--- config.mk ---
export PLATFORM = sky130hd
export DESIGN_NAME = al_accel_lut
export DESIGN_NICKNAME = d
export VERILOG_FILES = /design/src/rtl/al_accel_pkg.sv /design/src/rtl/al_accel_lut_sum.sv /design/src/rtl/al_accel_lut.sv
export SDC_FILE = /design/constraint.sdc
export NUM_CORES = 1
export LEC_CHECK = 0
export BUFFER_PORTS_ARGS = -buffer_cell sky130_fd_sc_hd__buf_4
export CAP_MARGIN = 10
export CORE_ASPECT_RATIO = 0.5
export CORE_MARGIN = 5
export CORE_UTILIZATION = 45
export CTS_BUF_LIST = sky130_fd_sc_hd__clkbuf_4
export DETAILED_ROUTE_END_ITERATION = 10
export MAX_ROUTING_LAYER = met4
export PLACE_DENSITY = 0.69
export SETUP_SLACK_MARGIN = 0.3
export SLEW_MARGIN = 10
export SYNTH_ARGS = -nofsm -noshare
export SYNTH_HDL_FRONTEND = slang
export SYNTH_SLANG_ARGS = --single-unit
--- constraint.sdc ---
create_clock -name clk -period 3.25 [get_ports clk]
set_input_delay 0.4875 -clock clk [delete_from_list [all_inputs] [get_ports clk]]
set_output_delay 0.4875 -clock clk [all_outputs]
set_load 0.05 [all_outputs]
--- src/rtl/al_accel_pkg.sv ---
// +--------------------------------------------------------------------------+
// | al_accel_pkg                                                             |
// | Shared widths, LUT word type and sign-extension helper for al_accel_lut. |
// | Revision: 1.0                                                            |
// +--------------------------------------------------------------------------+
`default_nettype none

package al_accel_pkg;

   localparam int DW        = 8;
   localparam int OW        = DW + 2;
   localparam int LUT_DEPTH = 8;

   typedef logic signed [OW-1:0] lut_word_t;

   function automatic lut_word_t sext_dw_to_ow(input logic [DW-1:0] a);
      return {{(OW-DW){a[DW-1]}}, a};
   endfunction

endpackage

`default_nettype wire

--- src/rtl/al_accel_lut_sum.sv ---
// +--------------------------------------------------------------------------+
// | al_accel_lut_sum                                                         |
// | Combinational signed 3-input add: sum of +/-idi_i selected by sbits[i].  |
// | Revision: 1.0                                                            |
// +--------------------------------------------------------------------------+
`default_nettype none

module al_accel_lut_sum
   import al_accel_pkg::*;
(
   input  logic [DW-1:0] idi_0,
   input  logic [DW-1:0] idi_1,
   input  logic [DW-1:0] idi_2,
   input  logic [2:0]    sbits,
   output lut_word_t     sum
);

   lut_word_t w_t0;
   lut_word_t w_t1;
   lut_word_t w_t2;

   // Negation happens after widening, so -(-128) stays +128.
   always_comb begin
      w_t0 = sbits[0] ? -sext_dw_to_ow(idi_0) : sext_dw_to_ow(idi_0);
      w_t1 = sbits[1] ? -sext_dw_to_ow(idi_1) : sext_dw_to_ow(idi_1);
      w_t2 = sbits[2] ? -sext_dw_to_ow(idi_2) : sext_dw_to_ow(idi_2);
      sum  = w_t0 + w_t1 + w_t2;
   end

endmodule

`default_nettype wire

--- src/rtl/al_accel_lut.sv ---
// +--------------------------------------------------------------------------+
// | al_accel_lut                                                             |
// | 3-lane sign-only dot-product LUT: load 8 precomputed sums, read by sign. |
// | Option: AL_ACCEL_LUT_SYM_EN stores 4 entries, negates for s2=1.          |
// | Revision: 1.0                                                            |
// +--------------------------------------------------------------------------+
`default_nettype none

module al_accel_lut
   import al_accel_pkg::*;
(
   input  logic          clk,
   input  logic          resetn,
   input  logic          enb,
   input  logic          lut_ld_wrn,
   input  logic [DW-1:0] lut_idi_0,
   input  logic [DW-1:0] lut_idi_1,
   input  logic [DW-1:0] lut_idi_2,
   input  logic          lut_wdi_sbit_0,
   input  logic          lut_wdi_sbit_1,
   input  logic          lut_wdi_sbit_2,
   output logic [OW-1:0] lut_odo,
   output logic          lut_odo_vld,
   output logic          lut_rdy
);

`ifdef AL_ACCEL_LUT_SYM_EN
   localparam int c_STORE = LUT_DEPTH / 2;
`else
   localparam int c_STORE = LUT_DEPTH;
`endif

   lut_word_t  r_lut [c_STORE];
   lut_word_t  w_sum [c_STORE];
   lut_word_t  w_rd;
   lut_word_t  r_odo;
   logic       r_vld;
   logic       r_rdy;
   logic [2:0] w_idx;

   generate
      for (genvar k = 0; k < c_STORE; k++) begin : g_sum
         al_accel_lut_sum u_sum (
            .idi_0 (lut_idi_0),
            .idi_1 (lut_idi_1),
            .idi_2 (lut_idi_2),
            .sbits (3'(k)),
            .sum   (w_sum[k])
         );
      end
   endgenerate

   assign w_idx = {lut_wdi_sbit_2, lut_wdi_sbit_1, lut_wdi_sbit_0};

   // Upper half mirrors the lower half: entry[k] = -entry[~k].
   always_comb begin
      w_rd = '0;
`ifdef AL_ACCEL_LUT_SYM_EN
      if (w_idx[2])
         w_rd = -r_lut[~w_idx[1:0]];
      else
         w_rd = r_lut[w_idx[1:0]];
`else
      w_rd = r_lut[w_idx];
`endif
   end

   always_ff @(posedge clk or negedge resetn) begin
      if (!resetn) begin
         for (int k = 0; k < c_STORE; k++)
            r_lut[k] <= '0;
         r_odo <= '0;
         r_vld <= 1'b0;
         r_rdy <= 1'b0;
      end else if (enb) begin
         if (lut_ld_wrn) begin
            for (int k = 0; k < c_STORE; k++)
               r_lut[k] <= w_sum[k];
            r_rdy <= 1'b1;
            r_vld <= 1'b0;
         end else begin
            r_odo <= w_rd;
            r_vld <= r_rdy;
         end
      end
   end

   assign lut_odo     = r_odo;
   assign lut_odo_vld = r_vld;
   assign lut_rdy     = r_rdy;

endmodule

`default_nettype wire

**Word level (Yosys, flattened, before mapping)**

Index checks and enable logic that the tools add are counted.

- Order comparisons: 1
- Multiplexer cells: 4
- Reduce and logical (&&, ||, !) cells: 2
- Add/sub/neg operators: 15
- Bitwise logic cells: 2

Operator list:

| operator | number |
|---|---|
| adder 10 bit | 4 |
| adder 10 x 8 -> 10 bit | 4 |
| binary-select mux 10 bit (select 3 bit) | 1 |
| negator 8 -> 10 bit | 3 |
| two-way mux 10 bit | 2 |
| adder 8 x 10 -> 10 bit | 1 |
| adder 9 x 10 -> 10 bit | 1 |
| adder 9 x 8 -> 10 bit | 1 |
| adder 8 x 8 -> 9 bit | 1 |
| greater-or-equal comparator 4 bit, second input constant | 1 |
| inverter 3 -> 4 bit | 1 |
| AND reduction 2 bit | 2 |
| two-way mux 1 bit | 1 |
| inverter 1 bit | 1 |

- Output and inout port bits: 12
- Bits of input ports: 31
- Word-level logic and storage cells: 35
- Register bits after elaboration: 92

**Longest topological paths before layout**

Gate-level depths: netlist of the first run.

- Word-level depth: 4
- Gate-level depth with buffers: 18
- Mapped depth without buffers: 18

**Modules after synthesis**

Synthesis of the first run repeated with hierarchy kept, for this count alone.

- Cells, all modules: 1,471
- Area, all modules: 13,065.0 um2

Modules (own cells, without submodules):

| module | cells an instance | area an instance (um2) | seq. area each (um2) | times used |
|---|---|---|---|---|
| al_accel_lut | 281 | 4,112.7 | 2,302.2 | 1 |
| al_accel_lut_sum at g_sum[2].u_sum ... | 154 | 1,119.8 | 0.0 | 3 |
| al_accel_lut_sum at g_sum[0].u_sum ... | 145 | 1,114.8 | 0.0 | 3 |
| al_accel_lut_sum at g_sum[7].u_sum | 147 | 1,132.3 | 0.0 | 1 |
| al_accel_lut_sum at g_sum[4].u_sum | 146 | 1,116.1 | 0.0 | 1 |

**Least setup slack after synthesis of the first run**

Ideal clock, no wire load.

- Path kind: input port to flip-flop
- Start point: input lut_idi_0[0]
- End point: register r_lut[9] (netlist bit)
- Arrival: 3.540 ns
- Slack: -0.415 ns
- Stages on the path: 17
- Path through: ha_1 inv_1 fa_1 nor2b_1 o21ai_0 nand2b_1 a21oi_1 o21bai_1 xor2_1 ha_1 a21oi_1 o211ai_1 a31o_2 a21oi_1 xnor2_1 xnor2_1 mux2_2

- Word-level cells in the longest chain between the ends: 3

RTL lines:

| item | line | RTL |
|---|---|---|
| from (decl) | al_accel_lut.sv:16 | `input logic [DW-1:0] lut_idi_0,` |
| negator 8 -> 10 bit | al_accel_lut_sum.sv:24 | `w_t0 = sbits[0] ? -sext_dw_to_ow(idi_0) : sext_dw_to_ow(idi_0);` |
| adder 10 bit (2 in series) | al_accel_lut_sum.sv:27 | `sum = w_t0 + w_t1 + w_t2;` |
| to (signal, indexed assignment) | al_accel_lut.sv:78 | `r_lut[k] <= w_sum[k];` |
| to (decl) | al_accel_lut.sv:33 | `lut_word_t r_lut [c_STORE];` |

Every way passes these cells.
A chain may end at the register's enable or synchronous reset.

**Worst setup path after layout of the first run**

Same ends and word-level chain as after synthesis.

==> results of run 1 <==
## cells in the mapped netlist, types with 11 or more instances
master / count
a211oi_1: 16
a21o_1: 23
a21oi_1: 58
clkbuf_1: 18
dfrtp_1: 85
fa_1: 12
ha_1: 101
inv_1: 40
mux4_2: 18
nand2_1: 97
nor2_1: 25
nor3_1: 14
o211ai_1: 11
o21ai_0: 92
o21bai_1: 11
xnor2_1: 61
xor2_1: 44
## per-layer routing
metal / vias up / GRT usage (%) / routed length, um
met1: 3801 / 34.9 / 12000
met3: 32 / 4.02 / 1810
met5: - / - / 0
li1: 3645 / - / -
met4: 0 / 4.85 / 301
met2: 235 / 36.9 / 12800
## what timing repair did
action,CTS,global route
endpoints found under the setup margin,32,40
buffers inserted,23,9
hold buffers,0,0
resized for setup,105,143
pin swaps,57,102
## worst max path at each step
stage / end / from
final: r_lut[9]$_DFFE_PN0P_ / lut_idi_0[0]
after global routing: r_lut[9]$_DFFE_PN0P_ / lut_idi_0[0]
after CTS: r_lut[9]$_DFFE_PN0P_ / lut_idi_0[0]
after detailed placement: r_lut[59]$_DFFE_PN0P_ / lut_idi_1[1]
after global placement: r_lut[59]$_DFFE_PN0P_ / lut_idi_1[1]
after floorplan: r_lut[19]$_DFFE_PN0P_ / lut_idi_1[1]
## where the power goes
group	total (W)	internal [W]	switching, W
Clock	0.000550	0.000158	0.000392
Sequential	0.00172	0.00148	0.000239
Combinational	0.00522	0.00260	0.00262
Total	0.00748	0.00423	0.00325
## layout make-up
cell class | instances | area, um^2
fill | 1228 | 5270
tap | 234 | 293
multi-input combinational | 696 | 6800
clock buffer | 9 | 67.6
timing repair buffer | 310 | 2470
inverter | 40 | 194
sequential | 85 | 2130
clock inverter | 6 | 48.8
antenna | 1 | 2.50
## kinds of logic after synthesis
| logic type | count (synthesis) | synth area share, % |
|---|---|---|
| AOI/OAI and AO/OA | 261 | 20.2 |
| and+or+nand+nor | 178 | 10.6 |
| adders and majority gates | 113 | 19.1 |
| xor gates and xnor gates | 108 | 12.4 |
| DFF | 85 | 27.0 |
| buffers and inverters | 65 | 3.21 |
| muxes | 36 | 7.58 |
## sequential cells by signal, indices dropped and copies added (netlist names)
register	count
lut_odo_vld	1
lut_odo	10
lut_rdy	1
r_lut	73
## placed cells by master (no fill, tap or decap), types with 11 or more instances in the layout
| cell type | Yosys | layout |
|---|---|---|
| a21o_1 | 23 | 23 |
| a21oi_1 | 58 | 23 |
| a21oi_2 | 0 | 30 |
| buf_4 | 1 | 286 |
| buf_6 | 0 | 18 |
| dfrtp_1 | 85 | 85 |
| ha_1 | 101 | 67 |
| ha_4 | 0 | 32 |
| inv_1 | 40 | 25 |
| mux4_2 | 18 | 18 |
| nand2_1 | 97 | 91 |
| nor2_1 | 25 | 21 |
| o211ai_1 | 11 | 11 |
| o21ai_0 | 92 | 54 |
| o21ai_1 | 7 | 35 |
| xnor2_1 | 61 | 43 |
| xnor2_2 | 2 | 16 |
| xor2_1 | 44 | 35 |
## worst max-delay path: cells and delay by family
kind                       cells  cell delay, ns
and+or+nand+nor                1            0.34
xor gates and xnor gates       4            0.64
muxes                          1            0.27
AOI/OAI and AO/OA              6            0.94
buffers and inverters          4            0.35
adders and majority gates      3            0.71
## stage by stage
stage / hold WS [ns] / instance area [um^2] / power (W) / setup WS, ns
3_5_place_dp: 0.465 / 10400 / 0.00588 / -0.764
5_1_grt: 0.197 / 12000 / 0.00794 / -0.277
3_3_place_gp: 0.454 / 10400 / 0.00574 / -0.718
6_report: 0.132 / 12000 / 0.00748 / -0.140
2_1_floorplan: 0.192 / 8050 / 0.00399 / -0.308
4_1_cts: 0.140 / 11200 / 0.00677 / -0.0658
==> results.md, run 1 <==
* Status: complete, but fails checks
* Failing checks: negative setup slack
* Die area at 20400 um^2
* Worst setup EP type: flip-flop
* Vias in the first global route at 7695
* # setup viols final at 6
* Htree depth at 3
* Flops & latches, synth at 85
* Critical Path Slowest Stage Cell: or3_4
* Clock Path Buffers at 2
* First-pass GRT wire length at 39000 um
* Leak at 5.47 nW
* Layout cells sized above 1 at 47.6%
* Warnings from Yosys at 0
* Number of flops mapped to enable cells by yosys at 0
* Post-layout nets at 1286
* Vias/cell at 5.59
* Total Neg Setup Slack at -0.521 ns
* Drt total wl at 26900 um
* CP Class: input port to flip-flop
* Clock Skew at 0.0230 ns
* I/O pin count at 43
* Arrival @ worst endpoint at 3.75 ns
* CP max FO at 4
* FMAX at 295 MHz
* Min Clock Period, post-route at 3.39 ns
* Worst skew pair latency at 0.45 ns
* Initial Util at 45.6%
* Initial antenna violation count at 1
* Vias at 7713
* Top FF cell, synth: dfrtp_1
* Root Buffer: clkbuf_4
* Mapped cell area at 7880 um^2
* Largest net degree at the start of global routing at 69
* Gr ovfl total at 0
* TritonRoute pass-1 iters at 5
* Share of the synthesized area in the top cell type at 27.0%
* Power Density at 624 nW/um^2
* FP Rows at 34
* Worst min-delay path class: input port to async pin
* CP cell instances: buf_12, inv_12, ha_4, inv_2, or3_4, xor2_2, buf_4, ha_4, a21oi_2, o21bai_1, xor2_1, ha_1, a21oi_2, o211ai_1, a31o_2, a21oi_2, xnor2_1, xnor2_1, mux2_4
* DIE WIDTH at 197 um
* R2r startpoint: r_lut[4]$_DFFE_PN0P_
* RD Place Congestion at 0.899
* Routed Antenna Nets at 0
* Final cell count without fillers at 1381
* DIE HEIGHT at 104 um
* RR Endpoint: lut_odo[4]$_DFFE_PN0P_
* Area grow syn2layout at 52.3%
* Area leader, netlist: dfrtp_1
* Flop2flop setup slack at 1.90 ns
* Worst endpoint required time at 3.61 ns
* Residual DRC at 0
* Total track usage at 24.4%
* Max cap viols at 0
* Worst setup SP type: input port
* Fin crit share at 104%
* Clk slew on worst S/H paths at 0.16 ns
* Pins Over Slew Limit at 0
* Actual slew at the worst max-slew pin at 0.876 ns
* WL/cell at 19.5 um
* Post-route setup slack at -0.140 ns
* Clock buffer count from CTS at 9
* Input/output buffers at 42
* Dpl hpwl at 19300 um
* Initial DRC Count at 634
* VDD IR max at 263 uV
* Placed Instances at 1333
* Top post-synthesis cells by area: dfrtp_1 (27%), ha_1 (16%), xnor2_1 (6.8%)
* CTS Sinks at 85
* Avg Inst Size Synth at 9.31 um^2
* Critical Path Max Stage Delay at 0.34 ns
* Most frequent CP cell: a21oi_2
* Syn nets at 990
* Core region area at 17300 um^2
* Mapped Cells at 846
* R2R cell count at 3
* CTS tree: yes
* Post-layout util at 69.5%
* Slew HR at 41.2%
* Synth unique cells at 53
* Sequential share of the synthesized area at 27.0%
* Final hold violation count at 0
* RSZ-0062 raised after global routing: true
* Post-synth ARST share at 100%
No activity file was read; power rests on OpenSTA's default activity.
==> inputs of run 2 (changes only) <==
--- a/config.mk
+++ b/config.mk
@@ -8,7 +8,7 @@
 export BUFFER_PORTS_ARGS = -buffer_cell sky130_fd_sc_hd__buf_4
 export CAP_MARGIN = 10
 export CORE_ASPECT_RATIO = 0.5
-export CORE_MARGIN = 5
+export CORE_MARGIN = 2
 export CORE_UTILIZATION = 45
 export CTS_BUF_LIST = sky130_fd_sc_hd__clkbuf_4
 export DETAILED_ROUTE_END_ITERATION = 10
==> constraint.sdc (replaced) <==
create_clock -name clk -period 4.1 [get_ports clk]
set_input_delay 0.615 -clock clk [delete_from_list [all_inputs] [get_ports clk]]
set_output_delay 0.615 -clock clk [all_outputs]
set_load 0.05 [all_outputs]
==> run 2 against run 1 <==
Compared with the run above:
- the flow now finishes without violations
- utilization shrank 16 points
- final cell count shrank 15%
- register-to-register slack gained 0.83 ns
- clock skew shrank 0.0073 ns
- global-route usage shrank 0.24 points
- cell area shrank 23%
- clock power shrank 9.3%
- setup slack gained 0.51 ns
- non-clock buffer count shrank 204
- total power shrank 39%
- worst hold slack gained 0.088 ns
==> results.md, run 2 (same netlist as run 1, synthesis figures left out) <==
* Routed Antenna Nets at 0 (unchanged)
* Worst skew pair latency at 0.44 ns (was 0.45 ns)
* Dpl hpwl at 17500 um (was 19300 um)
* Most flops, register: r_lut (unchanged)
* Diode count at 0 (was 1)
* First-pass GRT wire length at 33700 um (was 39000 um)
* Htree depth at 3 (unchanged)
* TritonRoute pass-1 iters at 4 (was 5)
* Final hold violation count at 0 (unchanged)
* Layout cells sized above 1 at 20.7% (was 47.6%)
* Vias/cell at 5.61 (was 5.59)
* Clock buffer count from CTS at 9 (unchanged)
* Critical Path Max Stage Delay at 0.42 ns (was 0.34 ns)
* Post-layout nets at 1082 (was 1286)
* Clk slew on worst S/H paths at 0.15 ns (was 0.16 ns)
* Arrival @ worst endpoint at 4.06 ns (was 3.75 ns)
* Largest net degree at the start of global routing at 88 (was 69)
* Core region area at 17300 um^2 (unchanged)
* Final hold slack at 0.220 ns (was 0.132 ns)
* Fin crit share at 91.1%
* Min Clock Period, post-route at 3.73 ns
* Initial DRC Count at 423 (was 634)
* FP Rows at 34 (unchanged)
* Leak at 4.25 nW (was 5.47 nW)
* CTS Sinks at 85 (unchanged)
* Initial antenna violation count at 0 (was 1)
* Post-DP Area at 8880 um^2 (was 10400 um^2)
* Drt total wl at 21300 um (was 26900 um)
* Met3 wire len at 1260 um (was 1810 um)
* Most frequent cells in the layout: buf_4 (105), nand2_1 (96), ha_1 (95), o21ai_0 (91), dfrtp_1 (85) (was buf_4 (286), nand2_1 (91), dfrtp_1 (85), ha_1 (67), o21ai_0 (54))
* Die area at 18600 um^2 (was 20400 um^2)
* FMAX at 268 MHz
* Residual DRC at 0 (unchanged)
* RD Place Congestion at 0.937 (was 0.899)
* Gr ovfl total at 0 (unchanged)
* I/O pin count at 43 (unchanged)
* # setup viols final at 0 (was 6)
* Critical Path Slowest Stage Cell: or3_4 (unchanged)
* Root Buffer: clkbuf_4 (unchanged)
* Input/output buffers at 42 (unchanged)
* RSZ-0062 raised after global routing: true (unchanged)
* Status: finished clean (was complete, but fails checks)
* Clock Path Buffers at 2 (unchanged)
* Area grow syn2layout at 16.8% (was 52.3%)
* WL met1 at 10600 um (was 12000 um)
* Max cap viols at 0 (unchanged)
* Detail Route met2 WL at 9140 um (was 12800 um)
* CP Class: input port to flip-flop (unchanged)
* Vias at 6592 (was 7713)
* Most common cell after layout, fill and taps aside: buf_4 (unchanged)
* Worst min-delay path class: input port to async pin (unchanged)
* Total track usage at 24.2% (was 24.4%)
* Vias in the first global route at 6426 (was 7695)
* Worst setup EP type: flip-flop (unchanged)
* DIE WIDTH at 191 um (was 197 um)
* Clock Skew at 0.0157 ns (was 0.0230 ns)
* WL/cell at 18.1 um (was 19.5 um)
* DIE HEIGHT at 97.6 um (was 104 um)
* CP max FO at 3 (was 4)
* Final non-filler cell area at 9200 um^2 (was 12000 um^2)
* CTS tree: yes (unchanged)
* Actual slew at the worst max-slew pin at 0.778 ns (was 0.876 ns)
* Initial Util at 45.6% (unchanged)
* Pins Over Slew Limit at 0 (unchanged)
* Max FFs per register at 73 (unchanged)
* VDD IR max at 176 uV (was 263 uV)
* Worst setup SP type: input port (unchanged)
* CP cell instances: buf_4, inv_2, ha_4, inv_1, or3_4, xor2_2, ha_1, o211ai_1, o21ai_2, nor3_2, or3_4, xnor2_4, ha_4, a31o_2, a21oi_1, xor2_1, xnor2_1, o21ai_1 (was buf_12, inv_12, ha_4, inv_2, or3_4, xor2_2, buf_4, ha_4, a21oi_2, o21bai_1, xor2_1, ha_1, a21oi_2, o211ai_1, a31o_2, a21oi_2, xnor2_1, xnor2_1, mux2_4)
* Uppermost layer routed: met4 (unchanged)
* Power Density at 499 nW/um^2 (was 624 nW/um^2)
* Worst endpoint required time at 4.43 ns (was 3.61 ns)
* Slew HR at 48.2% (was 41.2%)
-- run 2: changes by cell type in the layout (fill, tap and decap cells not counted), sizes merged --
| cell | previous run | this run |
|---|---|---|
| buf | 310 | 106 |
| clkinvlp | 3 | 1 |
| bufinv | 0 | 1 |
| clkinv | 2 | 3 |
| diode | 1 | 0 |
-- run 2: final timing paths --
path | slack [ns] | from | endpoint | cells after the start
max | 0.37 | lut_idi_1[1] | r_lut[19]$_DFFE_PN0P_ | 18
min | 0.22 | resetn | r_lut[4]$_DFFE_PN0P_ | 1
max reg2reg | 2.73 | r_lut[1]$_DFFE_PN0P_ | lut_odo[1]$_DFFE_PN0P_ | 3
min reg2reg | 0.49 | r_lut[54]$_DFFE_PN0P_ | r_lut[54]$_DFFE_PN0P_ | 2
max in group asynchronous | 2.99 | resetn | r_lut[63]$_DFFE_PN0P_ | 2
min in group clk | 0.38 | enb | lut_odo_vld$_DFFE_PN0P_ | 2
-- run 2: area by class of cell --
cell class,count,area [um^2]
fillers,1579,8070
multi-input cells,696,5680
flip-flops and latches,85,2130
repair buffers,106,808
well taps,234,293
inverters,40,150
clock inverters,6,72.6
clock buffers,9,67.6
-- run 2: worst max-delay path: cells and delay by family --
family                   cells  cell delay [ns]
AO/OA/AOI/OAI                5             0.84
XOR/XNOR                     4             0.82
adder cells (fa/ha/maj)      3             0.71
buffers and inverters        3             0.24
AND/OR/NAND/NOR              3             0.83
-- run 2: what timing repair did --
item / CTS / global route
gates cloned: 0 / 0
endpoints found under the setup margin: 2 / 7
hold buffers: 0 / 0
pin swaps: 0 / 13
buffers inserted: 0 / 1
gates resized for setup: 1 / 30
-- run 2: power by group --
| group | internal (W) | switching [W] | leakage [nW] |
|---|---|---|---|
| Sequential | 0.00117 | 0.000191 | 1.05 |
| Clock | 0.000188 | 0.000311 | 0.0726 |
| Combinational | 0.00119 | 0.00154 | 3.13 |
| Total | 0.00255 | 0.00204 | 4.25 |
-- run 2: metrics by stage --
step                      worst slack, ns  TNS, ns  power, W  cells  utilization, %
after CTS                           0.353        0   0.00452   1175            52.2
after global routing                0.261        0   0.00493   1176            53.3
after global placement             -0.146   -0.355   0.00392   1160            51.4
after detailed placement           -0.241   -0.919   0.00401   1160            51.4
after floorplan                     0.307        0   0.00311    846               -
final                               0.365        0   0.00459   1176            53.3
-- run 2: layer usage --
metal	global-route usage [%]	vias to the layer above
met3	3.25	21
met4	4.26	0
met2	35.2	171
met1	36.0	3172
li1	-	3228
met5	-	-
==> inputs of run 3 (changes only) <==
--- a/config.mk
+++ b/config.mk
@@ -6,14 +6,16 @@
 export NUM_CORES = 1
 export LEC_CHECK = 0
 export BUFFER_PORTS_ARGS = -buffer_cell sky130_fd_sc_hd__buf_4
-export CAP_MARGIN = 10
+export CAP_MARGIN = 15
+export CELL_PAD_IN_SITES_DETAIL_PLACEMENT = 0
+export CELL_PAD_IN_SITES_GLOBAL_PLACEMENT = 2
 export CORE_ASPECT_RATIO = 0.5
 export CORE_MARGIN = 2
-export CORE_UTILIZATION = 45
+export CORE_UTILIZATION = 44
 export CTS_BUF_LIST = sky130_fd_sc_hd__clkbuf_4
 export DETAILED_ROUTE_END_ITERATION = 10
 export MAX_ROUTING_LAYER = met4
-export PLACE_DENSITY = 0.69
+export PLACE_DENSITY = 0.95
 export SETUP_SLACK_MARGIN = 0.3
 export SLEW_MARGIN = 10
 export SYNTH_ARGS = -nofsm -noshare
==> run 3 against run 2 <==
Compared with the run above:
- via count rose by 0.82%
- clock power fell by 11%
- global-route usage rose by 0.51 points
- largest power group unchanged
- highest routed layer unchanged
==> results.md, run 3 (same netlist as run 1, synthesis figures left out) <==
* Total track usage at 24.7% (was 24.2%)
* Input/output buffers at 42 (unchanged)
* Dpl hpwl at 18300 um (was 17500 um)
* Cell family with most CP delay: XOR/XNOR gates (was compound AO/OA/AOI/OAI gates)
* DIE HEIGHT at 98.6 um (was 97.6 um)
* Max FFs per register at 73 (unchanged)
* Gr ovfl total at 0 (unchanged)
* Routed Antenna Nets at 0 (unchanged)
* Core region area at 17400 um^2 (was 17300 um^2)
* Seq pwr share at 29.7% (about the same)
* Largest net degree at the start of global routing at 92 (was 88)
* First-pass GRT wire length at 35300 um (was 33700 um)
* FP Rows at 34 (unchanged)
* Vias/cell at 5.57 (was 5.61)
* CTS tree: yes (unchanged)
* Initial Util at 45.2% (was 45.6%)
* R2R cell count at 3 (unchanged)
* # setup viols final at 0 (unchanged)
* Post-route setup slack at 0.394 ns (was 0.365 ns)
* Clock buffer count from CTS at 9 (unchanged)
* Status: finished clean (unchanged)
* Power Density at 496 nW/um^2 (was 499 nW/um^2)
* Most frequent cells in the layout: buf_4 (122), ha_1 (100), nand2_1 (96), o21ai_0 (91), dfrtp_1 (85) (was buf_4 (105), nand2_1 (96), ha_1 (95), o21ai_0 (91), dfrtp_1 (85))
* Final hold violation count at 0 (unchanged)
* Max cap viols at 0 (unchanged)
* Post-layout nets at 1098 (was 1082)
* Critical Path Slowest Stage Cell: or3_4 (unchanged)
* R2r startpoint: r_lut[1]$_DFFE_PN0P_ (unchanged)
* Final non-filler cell area at 9220 um^2 (was 9200 um^2)
* Buffers & Inverters on Critical Path at 4 (was 3)
* CP max FO at 4 (was 3)
* Clk slew on worst S/H paths at 0.14 ns (was 0.15 ns)
* Pins Over Slew Limit at 0 (unchanged)
* Final cell count without fillers at 1193 (was 1176)
* Slew HR at 43.2% (was 48.2%)
* RD Place Congestion at 0.922 (was 0.937)
* Switching pwr at 0.00207 W (was 0.00204 W)
* Worst setup EP type: flip-flop (unchanged)
* Layout cells sized above 1 at 21.0% (was 20.7%)
* Total Neg Setup Slack at 0 ns (unchanged)
* Clock power frac at 9.7% (was 10.9%)
* Switching share of power at 45.3% (was 44.5%)
* Worst skew pair latency at 0.46 ns (was 0.44 ns)
* Drt total wl at 22000 um (was 21300 um)
* Residual DRC at 0 (unchanged)
* Actual slew at the worst max-slew pin at 0.851 ns (was 0.778 ns)
* Critical Path Max Stage Delay at 0.36 ns (was 0.42 ns)
* Post-DP Area at 8980 um^2 (was 8880 um^2)
* Min Clock Period, post-route at 3.71 ns (was 3.73 ns)
* VDD IR max at 293 uV (was 176 uV)
* Pwr Total at 0.00457 W (was 0.00459 W)
* Placed Instances at 1176 (was 1160)
* Internal at 0.00250 W (was 0.00255 W)
* TritonRoute pass-1 iters at 5 (was 4)
* Root Buffer: clkbuf_4 (unchanged)
* Area grow syn2layout at 17.0% (was 16.8%)
* Clock Path Buffers at 2 (unchanged)
* Die area at 19100 um^2 (was 18600 um^2)
* Logic gate share of total power at 60.6% (was 59.5%)
* WL/cell at 18.4 um (was 18.1 um)
* Vias in the first global route at 6588 (was 6426)
* DIE WIDTH at 193 um (was 191 um)
* Worst slack, placed at -0.255 ns (was -0.241 ns)
* RR Endpoint: lut_odo[1]$_DFFE_PN0P_ (unchanged)
* Leak at 4.31 nW (was 4.25 nW)
* Diode count at 0 (unchanged)
* Most frequent CP cell: inv_1
* Flop2flop setup slack at 2.73 ns (about the same)
* CP cell instances: buf_4, inv_1, ha_2, inv_1, or3_4, xor2_4, ha_1, inv_1, o21bai_1, a21oi_2, xnor2_1, ha_1, or2_2, a41o_1, a21oi_2, xor2_1, xnor2_1, o21ai_1 (was buf_4, inv_2, ha_4, inv_1, or3_4, xor2_2, ha_1, o211ai_1, o21ai_2, nor3_2, or3_4, xnor2_4, ha_4, a31o_2, a21oi_1, xor2_1, xnor2_1, o21ai_1)
* Vias at 6646 (was 6592)
* Layout fillers at 1629 (was 1579)
* Htree depth at 3 (unchanged)
* Most common cell after layout, fill and taps aside: buf_4 (unchanged)
* Worst min-delay path class: input port to async pin (unchanged)
* CP Class: input port to flip-flop (unchanged)
* Clock Skew at 0.0156 ns (was 0.0157 ns)
* Arrival @ worst endpoint at 4.07 ns (was 4.06 ns)
* CTS Sinks at 85 (unchanged)
* Most flops, register: r_lut (unchanged)
* Worst endpoint required time at 4.46 ns (was 4.43 ns)
* Initial antenna violation count at 1 (was 0)
* FMAX at 270 MHz (was 268 MHz)
* Fin crit share at 90.4% (was 91.1%)
* Worst setup SP type: input port (unchanged)
* I/O pin count at 43 (unchanged)
* RSZ-0062 raised after global routing: true (unchanged)
* Initial DRC Count at 386 (was 423)
run 3: cell count changes in the layout (fill, tap and decap cells not counted), sizes merged:
cell    previous run  this run
inv               41        42
buf              106       122
bufinv             1         0
clkinv             3         4
run 3: repair_timing:
item | in CTS | in global routing
gates resized for setup | 1 | 20
hold buffers | 0 | 0
pin swaps | 0 | 10
endpoints found under the setup margin | 1 | 8
setup buffers | 0 | 1
run 3: power groups by stage:
stage / Sequential, W / Clock, W / Combinational, W
after detailed placement: 0.00138 / 0 / 0.00269
final: 0.00136 / 0.000443 / 0.00277
after global routing: 0.00141 / 0.000489 / 0.00303
after global placement: 0.00136 / 0 / 0.00262
after floorplan: 0.00144 / 0 / 0.00166
after CTS: 0.00136 / 0.000454 / 0.00270
run 3: how the worst max path moves through the flow:
stage / startpoint / to / cells past startpoint
after global placement: lut_idi_1[1] / r_lut[9]$_DFFE_PN0P_ / 18
after global routing: lut_idi_1[1] / r_lut[19]$_DFFE_PN0P_ / 19
after floorplan: lut_idi_0[0] / r_lut[9]$_DFFE_PN0P_ / 17
after detailed placement: lut_idi_1[1] / r_lut[9]$_DFFE_PN0P_ / 18
after CTS: lut_idi_0[0] / r_lut[9]$_DFFE_PN0P_ / 20
final: lut_idi_1[1] / r_lut[59]$_DFFE_PN0P_ / 18
run 3: cell type report:
cell class | instances | area, um^2 | share of cell area [%]
clock buffers | 9 | 67.6 | 0.733
clock inverters | 7 | 50.0 | 0.543
inverters | 40 | 150 | 1.63
multi-input cells | 696 | 5610 | 60.9
flip-flops and latches | 85 | 2130 | 23.1
well taps | 234 | 293 | 3.18
repair buffers | 122 | 916 | 9.94
run 3: stage by stage:
stage / hold slack (ns) / util [%]
after global routing: 0.284 / 52.8
after CTS: 0.264 / 52.2
after global placement: 0.457 / 51.5
after detailed placement: 0.463 / 51.5
after floorplan: 0.319 / -
final: 0.223 / 52.8
run 3: per-layer routing:
layer / global-route usage [%] / up-vias / share of wire, %
li1: - / 3265 / -
met1: 37.9 / 3215 / 53
met2: 35.5 / 156 / 41
met3: 2.74 / 10 / 5.2
met4: 3.41 / 0 / 0.48
met5: - / - / 0
run 3: worst reg2reg max path: cells and delay by family (launching register included):
family / cells / cell delay (ns)
DFF: 1 / 0.43
muxes: 2 / 0.71
AOI/OAI and AO/OA: 1 / 0.10
